File: src/rtl/gas_pkg.sv
// Shared encodings for the gas hazard FSM and the mitigation sequencer,
// kept together so log decoders read both states from one place.
package gas_pkg;

    typedef enum logic [2:0] {
        SEQ_IDLE         = 3'd0,
        SEQ_VALVE_SETTLE = 3'd1,
        SEQ_SPINUP       = 3'd2,
        SEQ_RUN          = 3'd3,
        SEQ_PURGE        = 3'd4,
        SEQ_FAULT        = 3'd5
    } seqState_t;

    // Hazard FSM states, as already used by the detector side.
    typedef enum logic [2:0] {
        HAZ_NORMAL  = 3'd0,
        HAZ_WARN    = 3'd1,
        HAZ_SHUTOFF = 3'd2,
        HAZ_VENT    = 3'd3,
        HAZ_LOCKOUT = 3'd4
    } hazState_t;

    localparam int unsigned SEQ_STATE_W = 3;

    // True on the cycle whose closing edge completes the requested tick count,
    // so a state lasts exactly ticks*TICK_DIV cycles after entry.
    function automatic logic timeoutReached(input int unsigned tickCnt,
                                            input logic        tick,
                                            input int unsigned ticks);
        return (tickCnt >= ticks) || (tick && ((tickCnt + 32'd1) == ticks));
    endfunction

endpackage

File: src/rtl/tick_timer.sv
// Prescaler plus saturating tick counter; clr restarts both so timing is
// measured from the cycle after clr.
module tick_timer #(
    parameter int unsigned TICK_DIV = 1000,
    parameter int unsigned CNT_W    = 16
) (
    input  logic             clk,
    input  logic             rst,
    input  logic             clr,
    output logic             tick,
    output logic [CNT_W-1:0] tickCnt
);

    localparam logic [CNT_W-1:0] PRESCALE_MAX = CNT_W'(TICK_DIV - 1);
    localparam logic [CNT_W-1:0] CNT_MAX      = '1;

    logic [CNT_W-1:0] prescale;

    assign tick = (prescale == PRESCALE_MAX);

    always_ff @(posedge clk or posedge rst) begin
        if (rst) begin
            prescale <= '0;
            tickCnt  <= '0;
        end else if (clr) begin
            prescale <= '0;
            tickCnt  <= '0;
        end else begin
            prescale <= tick ? '0 : prescale + 1'b1;
            if (tick && (tickCnt != CNT_MAX)) begin
                tickCnt <= tickCnt + 1'b1;
            end
        end
    end

endmodule

File: src/rtl/mitigation_sequencer.sv
// Turns steady valve/vent requests into a timed valve-close, fan spin-up,
// run and purge sequence, and reports mitigation health as mit_ok.
//
//   state        | meaning
//   IDLE         | no request, all drivers off
//   VALVE_SETTLE | valve closed, waiting for it to settle
//   SPINUP       | fan on, waiting for current/airflow feedback
//   RUN          | valve closed, fan follows req_vent, feedback filtered
//   PURGE        | requests gone, fan runs out before idling
//   FAULT        | feedback missing; hold drivers on until cleared
module mitigation_sequencer
    import gas_pkg::*;
#(
    parameter int unsigned TICK_DIV       = 1000,
    parameter int unsigned VALVE_SETTLE   = 2,
    parameter int unsigned SPINUP_TIMEOUT = 5,
    parameter int unsigned FAN_RUNOUT     = 10,
    parameter int unsigned FAULT_FILT     = 16,
    parameter int unsigned CNT_W          = 16
) (
    input  logic       clk,
    input  logic       rst,
    input  logic       req_valve,
    input  logic       req_vent,
    input  logic       fan_cur_ok,
    input  logic       air_ok,
    input  logic       fault_clr,
    output logic       valve_en,
    output logic       fan_en,
    output logic       mit_ok,
    output logic       busy,
    output logic [2:0] seq_state
);

    seqState_t        state;
    seqState_t        nextState;
    logic             stateClr;
    logic [1:0]       fanSync;
    logic [1:0]       airSync;
    logic             fbOk;
    logic             anyReq;
    logic             tick;
    logic [CNT_W-1:0] tickCnt;
    logic [CNT_W-1:0] filtCnt;
    logic             filtBad;
    logic             faultFilt;
    logic             fanPrev;
    logic             settleDone;
    logic             spinupDone;
    logic             runoutDone;

    always_ff @(posedge clk or posedge rst) begin
        if (rst) begin
            fanSync <= '0;
            airSync <= '0;
        end else begin
            fanSync <= {fanSync[0], fan_cur_ok};
            airSync <= {airSync[0], air_ok};
        end
    end

    assign fbOk   = fanSync[1] & airSync[1];
    assign anyReq = req_valve | req_vent;

    tick_timer #(
        .TICK_DIV (TICK_DIV),
        .CNT_W    (CNT_W)
    ) u_tick_timer (
        .clk     (clk),
        .rst     (rst),
        .clr     (stateClr),
        .tick    (tick),
        .tickCnt (tickCnt)
    );

    assign settleDone = timeoutReached(32'(tickCnt), tick, VALVE_SETTLE);
    assign spinupDone = timeoutReached(32'(tickCnt), tick, SPINUP_TIMEOUT);
    assign runoutDone = timeoutReached(32'(tickCnt), tick, FAN_RUNOUT);

    // Consecutive bad-feedback cycles while the fan is commanded in RUN.
    assign filtBad   = (state == SEQ_RUN) && req_vent && !fbOk;
    assign faultFilt = filtBad && ((32'(filtCnt) + 32'd1) >= FAULT_FILT);

    always_ff @(posedge clk or posedge rst) begin
        if (rst) begin
            filtCnt <= '0;
        end else if (stateClr || !filtBad) begin
            filtCnt <= '0;
        end else if (filtCnt != '1) begin
            filtCnt <= filtCnt + 1'b1;
        end
    end

    // Remembers whether the fan was driven last cycle, which decides purge vs
    // direct idle and detects a vent request arriving in valve-only RUN.
    always_ff @(posedge clk or posedge rst) begin
        if (rst) begin
            fanPrev <= 1'b0;
        end else begin
            fanPrev <= fan_en;
        end
    end

    always_ff @(posedge clk or posedge rst) begin
        if (rst) begin
            state <= SEQ_IDLE;
        end else begin
            state <= nextState;
        end
    end

    always_comb begin
        nextState = state;
        valve_en  = 1'b1;
        fan_en    = 1'b1;
        mit_ok    = 1'b0;
        busy      = 1'b1;
        case (state)
            SEQ_IDLE: begin
                valve_en = 1'b0;
                fan_en   = 1'b0;
                mit_ok   = 1'b1;
                busy     = 1'b0;
                if (anyReq) begin
                    nextState = SEQ_VALVE_SETTLE;
                end
            end
            SEQ_VALVE_SETTLE: begin
                fan_en = 1'b0;
                mit_ok = 1'b1;
                if (!anyReq) begin
                    nextState = SEQ_IDLE;
                end else if (settleDone) begin
                    nextState = req_vent ? SEQ_SPINUP : SEQ_RUN;
                end
            end
            SEQ_SPINUP: begin
                mit_ok = 1'b1;
                if (!anyReq) begin
                    nextState = SEQ_PURGE;
                end else if (fbOk) begin
                    nextState = SEQ_RUN;
                end else if (spinupDone) begin
                    nextState = SEQ_FAULT;
                end
            end
            SEQ_RUN: begin
                mit_ok = 1'b1;
                fan_en = req_vent;
                if (!anyReq) begin
                    nextState = fanPrev ? SEQ_PURGE : SEQ_IDLE;
                end else if (req_vent && !fanPrev) begin
                    nextState = SEQ_SPINUP;
                end else if (faultFilt) begin
                    nextState = SEQ_FAULT;
                end
            end
            SEQ_PURGE: begin
                valve_en = 1'b0;
                mit_ok   = 1'b1;
                if (anyReq) begin
                    nextState = SEQ_VALVE_SETTLE;
                end else if (runoutDone) begin
                    nextState = SEQ_IDLE;
                end
            end
            SEQ_FAULT: begin
                if (!anyReq) begin
                    nextState = SEQ_PURGE;
                end else if (fault_clr && fbOk) begin
                    nextState = SEQ_RUN;
                end
            end
            default: begin
                // Unknown code: drive as FAULT for one cycle, then recover.
                nextState = SEQ_IDLE;
            end
        endcase
    end

    assign stateClr  = (nextState != state);
    assign seq_state = state;

endmodule

File: config.mk
export PLATFORM = sky130hd
export DESIGN_NAME = mitigation_sequencer
export DESIGN_NICKNAME = d
export VERILOG_FILES = /design/src/rtl/gas_pkg.sv /design/src/rtl/tick_timer.sv /design/src/rtl/mitigation_sequencer.sv
export SDC_FILE = /design/constraint.sdc
export NUM_CORES = 1
export LEC_CHECK = 0
export CORE_ASPECT_RATIO = 2
export CORE_UTILIZATION = 23
export DETAILED_ROUTE_END_ITERATION = 8
export PLACE_DENSITY_LB_ADDON = 0.1
export SYNTH_ARGS = -nofsm -noshare
export SYNTH_HDL_FRONTEND = slang
export SYNTH_HIERARCHICAL = 1
export SYNTH_SLANG_ARGS = --single-unit
File: constraint.sdc
create_clock -name clk -period 4.2 [get_ports clk]
set_clock_uncertainty 0.05 [all_clocks]
set_input_delay 0.63 -clock clk [delete_from_list [all_inputs] [get_ports clk]]
set_output_delay 0.63 -clock clk [all_outputs]
set_load 0.05 [all_outputs]
==> out/qor.csv <==
metric,value,unit
status,completed,
area_growth,16.8,%
drtIter0Drc,104,
fill_cells,1443,
ys_types,60,
viasPerCell,4.72,
cts-buffers-inserted,5,
power_frac_clock,0.385,
htree_levels,2,
gr-total-overflow,0,
cp-end-kind,flop,
critPathKind,flop to flop,
critPathLaunchType,flop,
post_drt_wl_per_cell,15.1,microns
setup_ws,451,ps
final-setup-viol-count,0,
cts-root-buf,clkbuf_16,
worstSkewPairLatency,300,ps
ys_ff_latch,56,
synth_top_family_by_area,simple AND/OR/NAND/NOR gates,
power_frac_seq,0.516,
rows,60,
period_share,0.893,
synth-simple-area-share,0.318,
synthMuxAreaShare,0.00311,
post-route-util,0.277,
hpwl,6480,microns
internal-power,842,uW
synth-edff-count,0,
peakVddDrop,215,uV
antenna_left,0,
cp.arrival,3890,ps
num_vias,2660,
cts_tree,built,
ys_seq_area_frac,0.435,
grt.total_usage,0.127,
routed_wl,8490,microns
ys.flop_type,dfrtp_1,
drv_slew,0,
grt_antenna_before_repair,0,
slew_headroom,0.210,
core-area,13600,sq um
period_minus_slack,3750,ps
portBuffers,13,
cp.required,4340,ps
tns,0,ps
n_antenna_cell,0,
hold_path.class,flop to flop,
p_leak,1.53,nW
clock_path_buffers,2,
power_density,310,nW/um^2
drive_gt1_frac,0.0794,
cap_viol_max_count,0,
p_total,1.17,mW
yosys.area_share.adder,0.0155,
multi_input_area,1770,sq um
path_clk_slew,70,ps
regArea,1400,sq um
p_switching,325,uW
synth_area,3220,sq um
die_x,85.7,microns
grt_setup_unrepaired,false,
start_util,0.237,
yosys.area_share.xor_xnor,0.0707,
drc,0,
dr.pass1.iters,7,
globalplace.congestion,0.818,
cts_sinks,56,
crit_fanout,17,
final_nets,388,
combPwrFrac,0.100,
worst_pin_slew,1180,ps
postSynth.asyncResetShare,1.00,
finalHoldViolations,0,
synth-compound-area-share,0.129,
final_cells,564,
syn_inst,351,
swShare,0.278,
cts_setup_buffers,0,
grt_max_degree,33,
fmax,267,MHz
ctsHoldBuffers,0,
grt_pass1_vias,2818,
dp_slack,432,ps
io_pins,14,
cts.repair.resized,0,
synth_warnings,6,
grt_pass1_wl,14300,microns
dieArea,14500,sq um
dp_cells,556,
syn_area_per_cell,9.17,sq um
chipHeight,169,microns
cells by family after synthesis:
group	count (synthesis)
XOR/XNOR	26
AO/OA/AOI/OAI	57
AND/OR/NAND/NOR	188
buffers and inverters	18
flip-flops	56
multiplexers	1
adder cells (fa/ha/maj)	4
other	1
critical path, stage by stage, from the launching register on:
cell and delay (ps):
dfrtp_1 430, ha_1 400, nand4_2 150, a2bb2oi_1 150, or3b_4 400, a2111oi_4 430, a21oi_2 130, nor4_1 290
o2111ai_1 170, buf_4 240, and4b_1 250, nand4_1 180, nand2_4 160, nor3_2 40, a21o_1 160
power by group through the flow:
stage                     clock, mW  sequential, mW  combinational (mW)
after floorplan                   0           0.603              0.0874
after global placement            0           0.612               0.119
after detailed placement          0           0.613               0.118
after CTS                     0.472           0.602               0.119
after global routing          0.491           0.607               0.133
final                         0.449           0.602               0.116
routing by layer:
layer | vias up | GRT usage | wire length (microns)
met5 | - | 0 | 0
met4 | 0 | 0.0500 | 194
met3 | 13 | 0.0185 | 134
met2 | 27 | 0.256 | 5020
met1 | 1294 | 0.125 | 3150
li1 | 1326 | - | -
placed cells by master, fill, tap and decap left out, drive strengths merged, types with 9 or more instances in the layout:
| cell | n |
|---|---|
| dfrtp | 56 |
| nor2 | 43 |
| nand2 | 31 |
| nand3 | 24 |
| nand4 | 22 |
| o21ai | 20 |
| xor2 | 19 |
| nor3 | 17 |
| clkdlybuf4s50 | 13 |
| conb | 12 |
| and3 | 12 |
| inv | 11 |
| a21oi | 9 |
sequential cells by signal (all words and copies together), names as in the netlist:
register               count
fanPrev                    1
u_tick_timer/tickCnt      16
u_tick_timer/prescale     16
filtCnt                   16
fanSync                    2
airSync                    2
seq_state                  3
cell type report:
cell class,instances,area share
Clock inverter,3,0.00766
Tap cell,186,0.0619
Timing Repair Buffer,18,0.0446
Clock buffer,5,0.0333
Sequential cell,56,0.373
Inverter,8,0.00799
Multi-Input combinational cell,288,0.472
cell usage after synthesis, types with 2 or more instances:
| cell | count | area (sq um) |
|---|---|---|
| nand2b_1 | 7 | 43.8 |
| nor2_1 | 43 | 161 |
| or4_4 | 2 | 22.5 |
| nand3_1 | 24 | 120 |
| dfrtp_1 | 56 | 1400 |
| nor4_1 | 3 | 18.8 |
| clkbuf_1 | 6 | 22.5 |
| or4_1 | 4 | 30.0 |
| nand4_1 | 21 | 131 |
| o211ai_1 | 2 | 15.0 |
| a21boi_0 | 2 | 15.0 |
| nor2b_1 | 2 | 12.5 |
| ha_1 | 4 | 50.1 |
| and4_1 | 7 | 61.3 |
| or3_1 | 4 | 25.0 |
| buf_4 | 3 | 22.5 |
| xnor2_1 | 7 | 61.3 |
| nor3_1 | 16 | 80.1 |
| inv_1 | 8 | 30.0 |
| o31ai_1 | 2 | 15.0 |
| and4b_1 | 2 | 20.0 |
| and2_1 | 2 | 12.5 |
| o22ai_1 | 2 | 12.5 |
| o2111ai_1 | 2 | 17.5 |
| or2_2 | 2 | 12.5 |
| o21ai_0 | 10 | 50.1 |
| and3_1 | 11 | 68.8 |
| a31oi_1 | 2 | 12.5 |
| xor2_1 | 19 | 166 |
| a21oi_1 | 8 | 40.0 |
| nand2_1 | 30 | 113 |
| o21ai_1 | 10 | 50.1 |
per-stage QoR:
step                      hold slack (ps)  cell area [sq um]
after floorplan                       281               3260
after global placement                294               3600
after detailed placement              290               3600
after CTS                             309               3760
after global routing                  315               3760
final                                 304               3760
final timing paths:
path / slack, ps / startpoint / endpoint / cells past startpoint
hold / removal: 300 / fanSync[0]$_DFF_PP0_ / fanSync[1]$_DFF_PP0_ / 0
hold reg to reg: 300 / fanSync[0]$_DFF_PP0_ / fanSync[1]$_DFF_PP0_ / 0
setup / recovery: 450 / filtCnt[0]$_DFFE_PP0P_ / u_tick_timer/tickCnt[0]$_DFFE_PP0P_ / 14
min in group asynchronous: 690 / rst / u_tick_timer/prescale[7]$_DFF_PP0_ / 3
max in group asynchronous: 2700 / rst / seq_state[0]$_DFF_PP0_ / 2
setup reg to reg: 450 / filtCnt[0]$_DFFE_PP0P_ / u_tick_timer/tickCnt[0]$_DFFE_PP0P_ / 14
Power figures use the tool's default switching activity.
